===== src/rtl/button_debounce_pkg.sv =====
// Shared types and helpers for the push-button conditioning logic.
package debounce_pkg;

    typedef enum logic [1:0] {
        RELEASED,
        WAIT_PRESS,
        PRESSED,
        WAIT_RELEASE
    } state_t;

    function automatic int unsigned ms_to_ticks(input int unsigned clk_freq, input int unsigned ms);
        return clk_freq / 1000 * ms;
    endfunction

endpackage


===== src/rtl/sync_2ff.sv =====
// Two-flop synchronizer with synchronous reset, for any asynchronous board input.
module sync_2ff (
    input  logic clk,
    input  logic reset,
    input  logic d,
    output logic q
);

    logic s1;

    always_ff @(posedge clk) begin
        if (reset) begin
            s1 <= 1'b0;
            q  <= 1'b0;
        end else begin
            s1 <= d;
            q  <= s1;
        end
    end

endmodule


===== src/rtl/button_debounce.sv =====
// Debounces a raw push-button into a clean level plus press, release and long-press pulses.
module button_debounce
    import debounce_pkg::*;
#(
    parameter int unsigned CLK_FREQ      = 100_000_000,
    parameter int unsigned DEBOUNCE_MS   = 10,
    parameter int unsigned LONG_PRESS_MS = 1000
) (
    input  logic clk,
    input  logic reset,
    input  logic btn_in,
    output logic level,
    output logic press,
    // "release" is a reserved word, hence the suffix
    output logic release_pulse,
    output logic long_press
);

    localparam int unsigned DB_TICKS = ms_to_ticks(CLK_FREQ, DEBOUNCE_MS);
    localparam int unsigned LP_TICKS = ms_to_ticks(CLK_FREQ, LONG_PRESS_MS);
    localparam int unsigned DB_W     = $clog2(DB_TICKS + 1);
    localparam int unsigned LP_W     = $clog2(LP_TICKS + 1);
    localparam logic [DB_W-1:0] DB_LAST = DB_W'(DB_TICKS - 1);
    localparam logic [LP_W-1:0] LP_LAST = LP_W'(LP_TICKS - 1);

    if (CLK_FREQ % 1000 != 0) begin : g_bad_clk_freq
        $error("CLK_FREQ must be a multiple of 1000");
    end
    if (DB_TICKS < 1) begin : g_bad_db_ticks
        $error("debounce window must be at least one clock");
    end
    if (LP_TICKS <= DB_TICKS) begin : g_bad_lp_ticks
        $error("long-press time must exceed the debounce window");
    end

    logic            s2;
    state_t          state;
    logic [DB_W-1:0] db_cnt;
    logic [LP_W-1:0] lp_cnt;
    logic            lp_done;
    logic            release_now;

    sync_2ff u_sync (
        .clk   (clk),
        .reset (reset),
        .d     (btn_in),
        .q     (s2)
    );

    // A confirmed release on the same edge as the long-press deadline suppresses the long press.
    assign release_now = (state == WAIT_RELEASE) && !s2 && (db_cnt == DB_LAST);

    always_ff @(posedge clk) begin
        if (reset) begin
            state         <= RELEASED;
            db_cnt        <= '0;
            lp_cnt        <= '0;
            lp_done       <= 1'b0;
            level         <= 1'b0;
            press         <= 1'b0;
            release_pulse <= 1'b0;
            long_press    <= 1'b0;
        end else begin
            press         <= 1'b0;
            release_pulse <= 1'b0;
            long_press    <= 1'b0;

            if ((state == PRESSED || state == WAIT_RELEASE) && !release_now && !lp_done) begin
                if (lp_cnt == LP_LAST) begin
                    long_press <= 1'b1;
                    lp_done    <= 1'b1;
                end else begin
                    lp_cnt <= lp_cnt + 1'b1;
                end
            end

            case (state)
                RELEASED: begin
                    if (s2) begin
                        state  <= WAIT_PRESS;
                        db_cnt <= '0;
                    end
                end
                WAIT_PRESS: begin
                    if (!s2) begin
                        state  <= RELEASED;
                        db_cnt <= '0;
                    end else if (db_cnt == DB_LAST) begin
                        state   <= PRESSED;
                        db_cnt  <= '0;
                        level   <= 1'b1;
                        press   <= 1'b1;
                        lp_cnt  <= '0;
                        lp_done <= 1'b0;
                    end else begin
                        db_cnt <= db_cnt + 1'b1;
                    end
                end
                PRESSED: begin
                    if (!s2) begin
                        state  <= WAIT_RELEASE;
                        db_cnt <= '0;
                    end
                end
                WAIT_RELEASE: begin
                    if (s2) begin
                        state  <= PRESSED;
                        db_cnt <= '0;
                    end else if (release_now) begin
                        state         <= RELEASED;
                        db_cnt        <= '0;
                        level         <= 1'b0;
                        release_pulse <= 1'b1;
                        lp_cnt        <= '0;
                        lp_done       <= 1'b0;
                    end else begin
                        db_cnt <= db_cnt + 1'b1;
                    end
                end
                default: begin
                    state  <= RELEASED;
                    db_cnt <= '0;
                end
            endcase
        end
    end

endmodule


===== config.mk =====
export PLATFORM = sky130hd
export DESIGN_NAME = button_debounce
export DESIGN_NICKNAME = d
export VERILOG_FILES = /design/src/rtl/button_debounce_pkg.sv /design/src/rtl/sync_2ff.sv /design/src/rtl/button_debounce.sv
export SDC_FILE = /design/constraint.sdc
export NUM_CORES = 1
export LEC_CHECK = 0
export BUFFER_PORTS_ARGS = -buffer_cell sky130_fd_sc_hd__buf_2
export CAP_MARGIN = 20
export CORE_MARGIN = 1
export CORE_UTILIZATION = 55
export CTS_BUF_LIST = sky130_fd_sc_hd__clkbuf_8
export DETAILED_ROUTE_END_ITERATION = 10
export GPL_TIMING_DRIVEN = 0
export PLACE_DENSITY = 0.82
export REMOVE_ABC_BUFFERS = 1
export SETUP_SLACK_MARGIN = 0.5
export SKIP_CTS_REPAIR_TIMING = 1
export SYNTH_ARGS = -nofsm -noshare
export SYNTH_HDL_FRONTEND = slang
export SYNTH_SLANG_ARGS = --single-unit

===== constraint.sdc =====
create_clock -name clk -period 2.7 [get_ports clk]
set_clock_uncertainty 0.05 [all_clocks]
set_input_delay 0.405 -clock clk [delete_from_list [all_inputs] [get_ports clk]]
set_output_delay 0.405 -clock clk [all_outputs]
set_load 0.02 [all_outputs]

## Word level (Yosys, flattened, before mapping)

Index checks and enable logic that the tools add are counted.

- Input port bits: 3
- Logic and storage cells: 81
- Output and inout bits: 4
- Bits in registers: 56

- Equal/unequal tests: 13
- Add/subtract/negate cells: 2
- Reduce and logical (&&, ||, !) cells: 16
- Mux-type cells: 36
- Bitwise operators: 4

Operators by type and width:

| cell | number |
|---|---|
| 27-bit 2-to-1 mux | 6 |
| 20-bit 2-to-1 mux | 6 |
| 20-bit case mux with 4 select lines | 1 |
| 27-bit case mux with 2 select lines | 1 |
| 27-bit by 1-bit adder with 27-bit output (second input constant) | 1 |
| 27-bit == test (second input constant) | 1 |
| 20-bit by 1-bit adder with 20-bit output (second input constant) | 1 |
| 20-bit == test (second input constant) | 1 |
| 1-bit 2-to-1 mux | 13 |
| 2-bit 2-to-1 mux | 6 |
| 2-bit != test (second input constant) | 4 |
| 2-bit case mux with 4 select lines | 1 |
| 3-bit OR reduction | 2 |
| 5-bit AND reduction | 1 |
| 2-bit == test (second input constant) | 2 |
| 1-bit logical AND | 4 |
| 2-bit by 1-bit != test with 1-bit output (second input constant) | 2 |
| 1-bit inverter | 4 |
| 1-bit case mux with 2 select lines | 2 |
| 4-bit AND reduction | 1 |
| 1-bit zero test | 3 |
| 3-bit by 2-bit != test with 1-bit output (second input constant) | 1 |
| 3-bit != test (second input constant) | 1 |
| 2-bit by 1-bit == test with 1-bit output (second input constant) | 1 |
| 5 further kinds | 5 |

## Logic depth before layout (Yosys ltp)

- Depth in word-level cells: 10
- Gate-level depth with buffers: 9
- Gate-level depth less buffers: 6

## Modules after synthesis

Synthesis repeated with hierarchy kept, for this count alone.

- Cell total of the unflattened synthesis: 357
- Area total of the unflattened synthesis: 2951.6 µm²

Modules (own cells, without submodules):

| module | seq. area each (µm²) | area an instance (µm²) | times used | cells an instance |
|---|---|---|---|---|
| button_debounce | 1081.0 | 2899.0 | 1 | 353 |
| sync_2ff | 40.0 | 52.6 | 1 | 4 |

## Worst setup path after synthesis

OpenSTA, ideal clock, no wires.

- Path kind: register to register
- Start: register db_cnt[0]
- End: register lp_cnt[9]
- Data required time: 2.580 ns
- Setup time: 0.070 ns
- Setup slack: 0.640 ns
- Stages on the path, launching flop included: 8
- Period minus slack after synthesis: 2.060 ns
- Buffers on the path: 1
- Arrival: 1.940 ns
- Cells stage by stage: dfxtp_1 ha_1 and3_1 and3_1 and4_1 buf_4 or4b_2 a21oi_1

- Cells in the longest elaborated chain, start to end: 9
- Elaborated cells between the ends (all ways): 11
- Classes of those cells: 1 x eq/ne; 6 x mux; 4 x reduce/logical

RTL lines:

| what | line | source |
|---|---|---|
| start, declared | button_debounce.sv:38 | `logic [DB_W-1:0] db_cnt;` |
| start signal, assigned | button_debounce.sv:96 | `db_cnt <= db_cnt + 1'b1;` |
| start signal, assigned | button_debounce.sv:117 | `db_cnt <= db_cnt + 1'b1;` |
| 20-bit == test (*) | button_debounce.sv:51, button_debounce.sv:88 |  |
| 1-bit logical AND | button_debounce.sv:51 | `assign release_now = (state == WAIT_RELEASE) && !s2 && (db_cnt == DB_LAST);` |
| 1-bit zero test | button_debounce.sv:68 | `if ((state == PRESSED \|\| state == WAIT_RELEASE) && !release_now && !lp_done) begin` |
| 1-bit logical AND (2 in a row) | button_debounce.sv:68 |  |
| 27-bit 2-to-1 mux | button_debounce.sv:68 |  |
| 27-bit 2-to-1 mux, on equally long branches | button_debounce.sv:109, button_debounce.sv:88 |  |
| 27-bit 2-to-1 mux, on equally long branches | button_debounce.sv:106, button_debounce.sv:85 |  |
| 27-bit case mux with 2 select lines (*) | button_debounce.sv:77 | `case (state)` |
| end signal, assigned | button_debounce.sv:73 | `lp_cnt <= lp_cnt + 1'b1;` |
| end, declared | button_debounce.sv:39 | `logic [LP_W-1:0] lp_cnt;` |

Mark *: on every way between the ends. The rest lies on a longest branch, timed or not.
A chain may end at the register's enable or synchronous reset.

## Final worst setup path

- Start: register db_cnt[0]
- End: register lp_cnt[11]

The elaborated chain is that of the path after synthesis.

==> impl_results.md <==
* Hold EP: u_sync.s1
* Final setup vio count at 0
* Slowest CP cell: or4b_2
* Slew Viols, Final at 0
* Placed cells at 406
* Fraction of layout cells with a size suffix above 1 at 14.2%
* Critical Path AT at 2.42 ns
* Post-synthesis sequential area ratio at 37.0%
* Largest net degree at the start of global routing at 36
* Via-to-Cell Ratio at 6.64
* Fin worst setup slack at 0.483 ns
* Total of max-cap violations at 0
* Synth cell types at 55
* CTS tree: built
* Area of the multi-input gates at 1880 um2
* Max-slew headroom at 39.6%
* Post-synth top flop: dfxtp_1
* Final instance area at 3330 um2
* Critical Path RT at 2.90 ns
* Internal at 1.05 mW
* Clock transition at path regs at 0.10 ns
* Synth area leaders: dfxtp_1 37%, mux2i_1 6.3%, nand2_1 4.0%, nand3_1 3.8%, and4_1 3.5%
* P_sw at 319 uW
* Worst-Margin Slew at 0.906 ns
* Fin Setup TNS at 0 ns
* Critical R2R Capture: lp_cnt[11]
* Reg2Reg Launch Point: db_cnt[0]
* Total gr overflow at 0
* Tcrit/Tclk final at 82.1%
* Die X at 76.2 um
* HPWL Detailed at 4180 um
* Syn Inst Count at 350
* First drt pass iteration count at 6
* Sequential Power Share at 60.5%
* CTS sink cnt at 56
* Synth Register Bits at 56
* DRT antenna net count at 0
* Global-route usage over all layers at 22.3%
* Final #Nets at 362
* Synth top cells by count: 56 x dfxtp_1, 32 x nand2_1, 23 x nand3_1, 19 x mux2i_1
* Placeable Area at 5200 um2
* Max Freq at 451 MHz
* Synth warn at 0
* Avg Inst Size Synth at 8.66 um2
* Reg2Reg Depth at 6
* Power Density at 412 nW/um2
* Non-filler cells, final at 428
* Die area at 5810 um2
* Clock Power Share at 35.7%
* Count leader, synth: dfxtp_1
* Final critical-path required period at 2.22 ns
* FF/Latch Area at 1120 um2
* # IOs at 7
* Rows at 26
* Global-route wire length before repair at 10900 um
* Antenna diodes at 0
* Sw Ratio at 23.2%
* Area share of the largest cell type after synthesis at 37.0%
* CTS H-tree lvls at 2
* Die height at 76.2 um
* CTS max path bufs at 2
* Area leader, netlist: dfxtp_1
* Clk_lat worst skew at 0.31 ns
* Routability cong. at 0.828
* VDD IR max at 0.418 mV
* RSZ-0062 raised after global routing: true
* Outcome: completed
* Setup slack, reg-to-reg at 0.48 ns
* Final WL at 7260 um
* Post-DP Area at 3050 um2
* Crit path kind: reg -> reg
* Area delta synth->final at 9.91%
* Worst hold path depth at 2
* TritonCTS buffer count at 5
* Worst setup EP type: register
* Vias in the first global route at 2435
* Starting Density at 58.2%
* Critical path's largest stage delay at 0.63 ns
* Fillers at 434
* Fin. Hold Viols at 0
* Critical path launch point type: register
* Async SR Flop Fraction at 0%
* DRT iter0 DRCs at 357
* Worst-path cell chain: ha_1 -> and3_1 -> and3_4 -> and4_4 -> or4b_2 -> a21oi_1
* IO buf count at 6
* DRC errors left at 0
* Combinational fraction of design power at 3.8%
* CTS root buf: clkbuf_8
* DR WL/cell at 17.0 um
* Routed via count at 2844
* Static Leak at 1.16 nW
* Post-synth EDFFs at 0
* Mapped cell area at 3030 um2
* Critical Path Fanout Max at 15
* Power after layout at 1.37 mW
* Initial antenna violation count at 0
* Worst slack, placed at -0.0364 ns
* Hold Crit Start: btn_in
* Worst Hold Class: in -> reg
## critical path: cells and delay by family (launching register included)
kind                       cells  cell delay (ns)
AOI/OAI and AO/OA              1             0.15
adders and majority gates      1             0.24
DFF                            1             0.35
and+or+nand+nor                4             1.37
## flip-flops by register name, summed over array words and instances (netlist names), named ones only
signal and count:
db_cnt 20, lp_cnt 27, long_press 1, state 1, press 1, level 1, lp_done 1, u_sync.s1 1
release_pulse 1, u_sync.q 1
## logic make-up (layout without fill, tap and decap cells)
kind of cell / after synthesis / after routing / share of synthesized area [%]
AND/OR/NAND/NOR: 181 / 182 / 36.0
AO/OA/AOI/OAI: 66 / 67 / 14.9
flip-flops: 56 / 56 / 37.0
buffers and inverters: 24 / 30 / 4.46
multiplexers: 19 / 19 / 6.28
adder cells (fa/ha/maj): 2 / 2 / 0.826
XOR/XNOR: 2 / 2 / 0.578
## routing by layer
metal / up-vias / part of all wire (%) / GRT usage, %
met5: - / 0 / 0
li1: 1335 / - / -
met4: 0 / 0.99 / 10.4
met1: 1357 / 44 / 30.2
met3: 11 / 7.1 / 3.23
met2: 141 / 48 / 35.0
## power by group through the flow
stage,Combinational (mW),Clock (mW),Sequential (mW)
final,0.0519,0.490,0.831
after global placement,0.0433,0,0.850
after CTS,0.0459,0.495,0.831
after global routing,0.0568,0.522,0.832
after floorplan,0.0311,0,0.849
after detailed placement,0.0454,0,0.850
## worst max path at each step
| stage | start | end | depth (start not counted) |
|---|---|---|---|
| 6_report | db_cnt[0] | lp_cnt[11] | 6 |
| 5_1_grt | db_cnt[0] | lp_cnt[9] | 6 |
| 4_1_cts | db_cnt[0] | lp_cnt[16] | 6 |
| 3_5_place_dp | db_cnt[0] | lp_cnt[16] | 6 |
| 3_3_place_gp | db_cnt[0] | db_cnt[5] | 6 |
| 2_1_floorplan | db_cnt[0] | db_cnt[5] | 6 |
## cell type report
type	count	area share (%)
Sequential cell	56	33.7
Clock inverter	2	0.451
Multi-Input combinational cell	272	56.3
Tap cell	70	2.63
Inverter	3	0.338
Clock buffer	6	2.48
Timing Repair Buffer	19	4.06
## cell usage in the layout (no fill, tap or decap), types with 6 or more instances in the layout
master,synthesis,final
a21oi_1,18,18
nand2b_1,14,14
mux2i_1,19,19
nor3_1,9,7
and4_1,12,11
nor2_1,18,17
buf_2,6,6
o21ai_0,9,9
and2_1,6,6
and3_1,9,8
nand4_1,15,15
buf_4,1,11
nor4_1,9,7
a31oi_1,11,11
nand3_1,23,23
or2b_1,7,7
clkbuf_8,0,6
o31ai_1,6,6
nand2_1,32,32
dfxtp_1,56,54
## per-stage QoR
| stage | hold WS [ns] | utilization, % |
|---|---|---|
| 3_5_place_dp | 0.383 | 58.6 |
| 3_3_place_gp | 0.382 | 58.1 |
| 6_report | 0.248 | 64.0 |
| 5_1_grt | 0.249 | 64.0 |
| 4_1_cts | 0.251 | 60.5 |
| 2_1_floorplan | 0.364 | - |
Power figures use the tool's default switching activity.
